### config.mk
export PLATFORM = sky130hd
export DESIGN_NAME = mem_port_arbiter_flat
export DESIGN_NICKNAME = d
export VERILOG_FILES = /design/src/rtl/mem_port_arbiter_pkg.sv /design/src/rtl/mem_port_arbiter_if.sv /design/src/rtl/mem_port_arbiter_inflight_tag_pipe.sv /design/src/rtl/mem_port_arbiter.sv /design/src/flat_wrapper.sv
export SDC_FILE = /design/constraint.sdc
export NUM_CORES = 1
export LEC_CHECK = 0
export BUFFER_PORTS_ARGS = -buffer_cell sky130_fd_sc_hd__clkbuf_2
export CORE_ASPECT_RATIO = 0.5
export CORE_MARGIN = 1
export CORE_UTILIZATION = 29
export CTS_CLUSTER_SIZE = 40
export DETAILED_ROUTE_END_ITERATION = 10
export HOLD_SLACK_MARGIN = 0.02
export PLACE_DENSITY_LB_ADDON = 0.3
export RECOVER_POWER = 100
export REMOVE_ABC_BUFFERS = 1
export SLEW_MARGIN = 15
export SYNTH_ARGS = -nofsm -noshare
export SYNTH_HDL_FRONTEND = slang
export SYNTH_HIERARCHICAL = 1
export SYNTH_SLANG_ARGS = --single-unit
### constraint.sdc
create_clock -name clk -period 1.2 [get_ports clk]
set_input_delay 0.06 -clock clk [delete_from_list [all_inputs] [get_ports clk]]
set_output_delay 0.06 -clock clk [all_outputs]
set_load 0.1 [all_outputs]
### src/rtl/mem_port_arbiter_pkg.sv
// mem_port_arbiter_pkg: owner-state encoding, client ids and tag type shared by the arbiter
package mem_port_arbiter_pkg;
    localparam logic [1:0] ARB_IDLE = 2'b00;
    localparam logic [1:0] OWN_I = 2'b01;
    localparam logic [1:0] OWN_D = 2'b10;
    localparam logic ID_I = 1'b0;
    localparam logic ID_D = 1'b1;
    localparam int MEM_LAT_DEF = 4;
    typedef struct packed {
        logic valid;
        logic id;
    } tag_t;
endpackage

### src/rtl/mem_port_arbiter_if.sv
// mem_port_arbiter_if: client fill handshakes plus the shared memory port
interface mem_port_arbiter_if;
    logic i_busy, d_busy;
    logic i_read_req, d_read_req;
    logic i_fill_done, d_fill_done;
    logic [15:0] i_addr, d_addr;
    logic d_wrt_mem;
    logic [15:0] d_wdata;
    logic i_pause, d_pause;
    logic d_wr_stall;
    logic i_data_valid, d_data_valid;
    logic mem_enable, mem_wr;
    logic [15:0] mem_addr, mem_wdata;
    logic mem_data_valid;
    modport master (
        output i_busy, d_busy, i_read_req, d_read_req, i_fill_done, d_fill_done,
        output i_addr, d_addr, d_wrt_mem, d_wdata, mem_data_valid,
        input i_pause, d_pause, d_wr_stall, i_data_valid, d_data_valid,
        input mem_enable, mem_wr, mem_addr, mem_wdata
    );
    modport slave (
        input i_busy, d_busy, i_read_req, d_read_req, i_fill_done, d_fill_done,
        input i_addr, d_addr, d_wrt_mem, d_wdata, mem_data_valid,
        output i_pause, d_pause, d_wr_stall, i_data_valid, d_data_valid,
        output mem_enable, mem_wr, mem_addr, mem_wdata
    );
endinterface

### src/rtl/mem_port_arbiter_inflight_tag_pipe.sv
// inflight_tag_pipe: MEM_LAT-deep {valid,id} shift register aligning read returns with their issuer
module inflight_tag_pipe
    import mem_port_arbiter_pkg::*;
#(
    parameter int MEM_LAT = MEM_LAT_DEF
) (
    input  logic clk,
    input  logic rst,
    input  tag_t push,
    output tag_t tail
);
    tag_t pipe [MEM_LAT];
    always_ff @(posedge clk)
        if (!rst) pipe <= '{default: '0};
        else begin
            pipe[0] <= push;
            for (int k = 1; k < MEM_LAT; k++) pipe[k] <= pipe[k-1];
        end
    assign tail = pipe[MEM_LAT-1];
endmodule

### src/rtl/mem_port_arbiter.sv
// mem_port_arbiter: grants the memory port to one cache fill at a time and routes read returns
module mem_port_arbiter
    import mem_port_arbiter_pkg::*;
#(
    parameter int MEM_LAT = MEM_LAT_DEF
) (
    input logic clk,
    input logic rst,
    mem_port_arbiter_if.slave bus
);
    logic [1:0] state, next_state;
    logic last_grant, grant_i, grant_d;
    logic rd_i, rd_d, wr;
    tag_t push, tail;
    always_comb begin
        grant_i = bus.i_busy & (~bus.d_busy | (last_grant == ID_D));
        grant_d = bus.d_busy & (~bus.i_busy | (last_grant == ID_I));
        next_state = state == ARB_IDLE ? (grant_i ? OWN_I : grant_d ? OWN_D : ARB_IDLE)
                   : state == OWN_I    ? (bus.i_fill_done ? ARB_IDLE : OWN_I)
                   : state == OWN_D    ? (bus.d_fill_done ? ARB_IDLE : OWN_D)
                   : ARB_IDLE;
    end
    always_ff @(posedge clk)
        if (!rst) begin
            state <= ARB_IDLE;
            last_grant <= ID_D;
        end else begin
            state <= next_state;
            if (state == ARB_IDLE && (grant_i || grant_d)) last_grant <= grant_i ? ID_I : ID_D;
        end
    // nothing issues or is routed while reset is held, so the port stays quiet from the first reset cycle
    assign rd_i = rst & (state == OWN_I) & bus.i_read_req;
    assign rd_d = rst & (state == OWN_D) & bus.d_read_req;
    assign wr = rst & (state == ARB_IDLE) & bus.d_wrt_mem;
    assign bus.mem_enable = rd_i | rd_d | wr;
    assign bus.mem_wr = wr;
    assign bus.mem_addr = rd_i ? bus.i_addr : (rd_d | wr) ? bus.d_addr : '0;
    assign bus.mem_wdata = wr ? bus.d_wdata : '0;
    assign bus.d_wr_stall = rst & bus.d_wrt_mem & (state != ARB_IDLE);
    assign bus.i_pause = state != OWN_I;
    assign bus.d_pause = state != OWN_D;
    assign push = '{valid: rd_i | rd_d, id: rd_d ? ID_D : ID_I};
    inflight_tag_pipe #(.MEM_LAT(MEM_LAT)) u_tags (
        .clk (clk),
        .rst (rst),
        .push(push),
        .tail(tail)
    );
    assign bus.i_data_valid = rst & bus.mem_data_valid & tail.valid & (tail.id == ID_I);
    assign bus.d_data_valid = rst & bus.mem_data_valid & tail.valid & (tail.id == ID_D);
endmodule

### src/flat_wrapper.sv
// flat-port wrapper written by rule: the top's interface ports become plain ports
module mem_port_arbiter_flat import mem_port_arbiter_pkg::*;
#(
    parameter int MEM_LAT = MEM_LAT_DEF
)
  (clk, rst, bus_i_busy, bus_d_busy, bus_i_read_req, bus_d_read_req, bus_i_fill_done, bus_d_fill_done, bus_i_addr, bus_d_addr, bus_d_wrt_mem, bus_d_wdata, bus_mem_data_valid, bus_i_pause, bus_d_pause, bus_d_wr_stall, bus_i_data_valid, bus_d_data_valid, bus_mem_enable, bus_mem_wr, bus_mem_addr, bus_mem_wdata);
  mem_port_arbiter_if bus_i ();
  input logic clk;
  input logic rst;
  input wire logic [$bits(bus_i.i_busy)-1:0] bus_i_busy;
  input wire logic [$bits(bus_i.d_busy)-1:0] bus_d_busy;
  input wire logic [$bits(bus_i.i_read_req)-1:0] bus_i_read_req;
  input wire logic [$bits(bus_i.d_read_req)-1:0] bus_d_read_req;
  input wire logic [$bits(bus_i.i_fill_done)-1:0] bus_i_fill_done;
  input wire logic [$bits(bus_i.d_fill_done)-1:0] bus_d_fill_done;
  input wire logic [$bits(bus_i.i_addr)-1:0] bus_i_addr;
  input wire logic [$bits(bus_i.d_addr)-1:0] bus_d_addr;
  input wire logic [$bits(bus_i.d_wrt_mem)-1:0] bus_d_wrt_mem;
  input wire logic [$bits(bus_i.d_wdata)-1:0] bus_d_wdata;
  input wire logic [$bits(bus_i.mem_data_valid)-1:0] bus_mem_data_valid;
  output wire logic [$bits(bus_i.i_pause)-1:0] bus_i_pause;
  output wire logic [$bits(bus_i.d_pause)-1:0] bus_d_pause;
  output wire logic [$bits(bus_i.d_wr_stall)-1:0] bus_d_wr_stall;
  output wire logic [$bits(bus_i.i_data_valid)-1:0] bus_i_data_valid;
  output wire logic [$bits(bus_i.d_data_valid)-1:0] bus_d_data_valid;
  output wire logic [$bits(bus_i.mem_enable)-1:0] bus_mem_enable;
  output wire logic [$bits(bus_i.mem_wr)-1:0] bus_mem_wr;
  output wire logic [$bits(bus_i.mem_addr)-1:0] bus_mem_addr;
  output wire logic [$bits(bus_i.mem_wdata)-1:0] bus_mem_wdata;
  assign bus_i.i_busy = bus_i_busy;
  assign bus_i.d_busy = bus_d_busy;
  assign bus_i.i_read_req = bus_i_read_req;
  assign bus_i.d_read_req = bus_d_read_req;
  assign bus_i.i_fill_done = bus_i_fill_done;
  assign bus_i.d_fill_done = bus_d_fill_done;
  assign bus_i.i_addr = bus_i_addr;
  assign bus_i.d_addr = bus_d_addr;
  assign bus_i.d_wrt_mem = bus_d_wrt_mem;
  assign bus_i.d_wdata = bus_d_wdata;
  assign bus_i.mem_data_valid = bus_mem_data_valid;
  assign bus_i_pause = bus_i.i_pause;
  assign bus_d_pause = bus_i.d_pause;
  assign bus_d_wr_stall = bus_i.d_wr_stall;
  assign bus_i_data_valid = bus_i.i_data_valid;
  assign bus_d_data_valid = bus_i.d_data_valid;
  assign bus_mem_enable = bus_i.mem_enable;
  assign bus_mem_wr = bus_i.mem_wr;
  assign bus_mem_addr = bus_i.mem_addr;
  assign bus_mem_wdata = bus_i.mem_wdata;
  mem_port_arbiter #(.MEM_LAT(MEM_LAT)) u_core (.clk(clk), .rst(rst), .bus(bus_i));
endmodule
==> metrics.md <==
| Metric | Value |
|---|---|
| Status | `complete, but fails checks` |
| Failing checks | `setup timing` |
| First-pass GRT wire length | `5580 um` |
| Initial Utilization | `32.8%` |
| Post-synthesis sequential area ratio | `28.5%` |
| Top-count cell post-synth | `and2_1` |
| Overall global routing resource usage | `27.9%` |
| Mapped cell area | `773 um2` |
| Area after DPL | `0.00193 mm2` |
| Setup TNS Final | `-11.18 ns` |
| Top Ports | `97` |
| Core area | `0.00236 mm2` |
| Final min period | `1.57 ns` |
| Fmax | `0.635 GHz` |
| Via density | `5.04` |
| Yosys warns | `6` |
| Ant diodes | `0` |
| Final setup vio count | `38` |
| Routed vias | `1159` |
| Slew at the pin closest to its max-slew limit | `0.235 ns` |
| Initial antenna violation count | `0` |
| RR Startpoint | `u_core/state[1]$_SDFF_PN0_` |
| Comb pwr share | `64.5%` |
| GRT overflow | `0` |
| Hold buffer count at CTS | `0` |
| CP Data Required Time | `1.14 ns` |
| Placed Instances | `222` |
| Drt drc | `0` |
| Leakage Power | `1.07 nW` |
| Worst hold path class | `input pin to flop` |
| Element type at the critical path end | `output port` |
| Cell variety after synth | `25` |
| CTS tree | `done` |
| Die X | `75.0 um` |
| Cell depth of the worst flop-to-flop path | `6` |
| Reg clk slew, reported paths | `0.05 ns` |
| Count of final hold-check violations | `0` |
| Synth top area cells | `dfxtp_1 (28%), and2_1 (19%), a22o_1 (18%), buf_6 (5.8%), nand2b_1 (2.4%)` |
| WL/cell | `21.9 um` |
| WL final | `5040 um` |
| Die Ht | `38.5 um` |
| Final layout net count | `254` |
| Worst EP arrival | `1.51 ns` |
| Filler cells | `59` |
| Worst vdd ir | `0.692 mV` |
| Clock power frac | `17.2%` |
| Critical path fanouts, max | `16` |
| First drt pass iteration count | `4` |
| Clock Sinks | `11` |
| Row count | `12` |
| Cell accounting for the most synthesized area | `dfxtp_1` |
| Antenna viol nets, final | `0` |
| Mapped Cells | `88` |
| Main synth FF type | `dfxtp_1` |
| H-tree levels | `1` |
| Net switching power | `0.979 mW` |
| DP Worst Slack | `-0.128 ns` |
| Final instance area | `0.00224 mm2` |
| Setup ws final | `-0.375 ns` |
| RSZ-0062 raised after global routing | `true` |
| Startpoint types | `flop` |
| Worst Skew | `0.000703 ns` |
| Cell Count, Final, Fillers Out | `230` |
| Sequential Power Share | `18.3%` |
| Int Pwr | `1.16 mW` |
| Async SR Flop Fraction | `0%` |
| Critical Path Sink | `bus_mem_addr[0]` |
| Vias in the first global route | `1145` |
| DIE AREA | `0.00289 mm2` |
| Mean post-synth cell area | `8.79 um2` |
| Largest net degree at the start of global routing | `19` |
| Area grow syn2layout | `189%` |
| Setup crit start | `u_core/state[1]$_SDFF_PN0_` |
| Worst setup path class | `flop to output port` |
| Fin crit share | `131%` |
| Initial drt markers | `44` |
| Slew margin rel. | `84.3%` |
| Cell Pwr Density | `957 mW/mm2` |
| IO Port Bufs | `96` |
| Hold path depth | `3` |
| Post-synth EDFFs | `0` |
| Layout cells sized above 1 | `80.5%` |
| Most instantiated cells after synthesis | `and2_1 (24), a22o_1 (16), dfxtp_1 (11)` |
| Root Driver | `clkbuf_8` |
| Final GP Congestion | `0.723` |
| Synth Register Bits | `11` |
| DP HPWL | `2460 um` |
| Final Max Slew Viols | `0` |
| Max_cap viols | `0` |
| CTS Buf Count | `3` |
| Max clock buf depth | `2` |
| Clock Latency Late Sink | `0.24 ns` |
| Reg2Reg Setup Slack | `-0.10 ns` |
| Pwr Total | `2.14 mW` |
| FF-to-FF End | `u_core/last_grant$_SDFFE_PN1P_` |
| Sw frac | `45.7%` |
| Synth top area share | `28.5%` |
## final cells by class
cell class	count	area, um2	area share (%)
timing repair buffer	110	1230	54.9
inverter	2	7.51	0.335
multi-input combinational	68	687	30.7
sequential	11	225	10.1
tap	35	43.8	1.96
clock buffer	4	45.0	2.01
## routing by layer
metal	wire length [um]	global-route usage, %
met5	0	0
met2	2750	59.5
met3	209	3.42
met1	1860	28.2
met4	217	10.8
## flip-flops by register name, indices dropped and copies added (netlist names)
signal and cells:
u_core/last_grant 1, u_core/state 2, u_core/u_tags/tail 2, u_core/u_tags/pipe 6
## metrics by stage
step	hold WS [ns]	util, %
after floorplan	0.136	-
after global placement	0.318	81.9
after detailed placement	0.328	81.9
after CTS	0.0659	90.0
after global routing	0.186	95.0
final	0.182	95.0
## power groups by stage
| stage | clock network, mW | logic (mW) | registers [mW] |
|---|---|---|---|
| final | 0.368 | 1.38 | 0.392 |
| after global routing | 0.392 | 1.41 | 0.392 |
| after CTS | 0.367 | 1.28 | 0.392 |
| after detailed placement | 0 | 1.19 | 0.396 |
| after global placement | 0 | 1.18 | 0.395 |
| after floorplan | 0 | 0.673 | 0.398 |
## worst max-delay path, cell delays in order (launching register included)
cell	delay, ns
dfxtp_2	0.34
and4b_2	0.33
buf_12	0.18
a22o_1	0.22
buf_12	0.19
## worst min path at each step
| stage | from | endpoint |
|---|---|---|
| finish | bus_d_fill_done | u_core/state[1]$_SDFF_PN0_ |
| global route | bus_d_fill_done | u_core/state[1]$_SDFF_PN0_ |
| CTS | bus_d_fill_done | u_core/state[1]$_SDFF_PN0_ |
| detailed placement | bus_d_fill_done | u_core/state[1]$_SDFF_PN0_ |
| global placement | bus_d_fill_done | u_core/state[1]$_SDFF_PN0_ |
| floorplan | rst | u_core/last_grant$_SDFFE_PN1P_ |
## kinds of logic (layout without fill, tap and decap cells)
| group | Yosys count | in the layout | synth area share [%] |
|---|---|---|---|
| AOI/OAI and AO/OA | 22 | 22 | 25.4 |
| buffers and inverters | 9 | 116 | 9.38 |
| DFF | 11 | 11 | 28.5 |
| and+or+nand+nor | 46 | 46 | 36.7 |
## cell usage in the layout (no fill, tap or decap), types with 3 or more instances in the layout
| master | netlist | final |
|---|---|---|
| nand2b_4 | 0 | 3 |
| buf_12 | 0 | 42 |
| and2_1 | 24 | 4 |
| clkbuf_2 | 0 | 57 |
| buf_4 | 2 | 9 |
| and2_0 | 0 | 4 |
| nor2_1 | 5 | 3 |
| dfxtp_1 | 11 | 9 |
| a22o_4 | 0 | 14 |
| clkbuf_8 | 0 | 3 |
| and2_4 | 0 | 16 |
## timing repair
item	in CTS	in global routing
gates cloned	1	0
setup endpoints to repair	37	38
buffers inserted	1	2
pin swaps	7	3
gates resized for setup	32	16
Power figures use the tool's default switching activity.
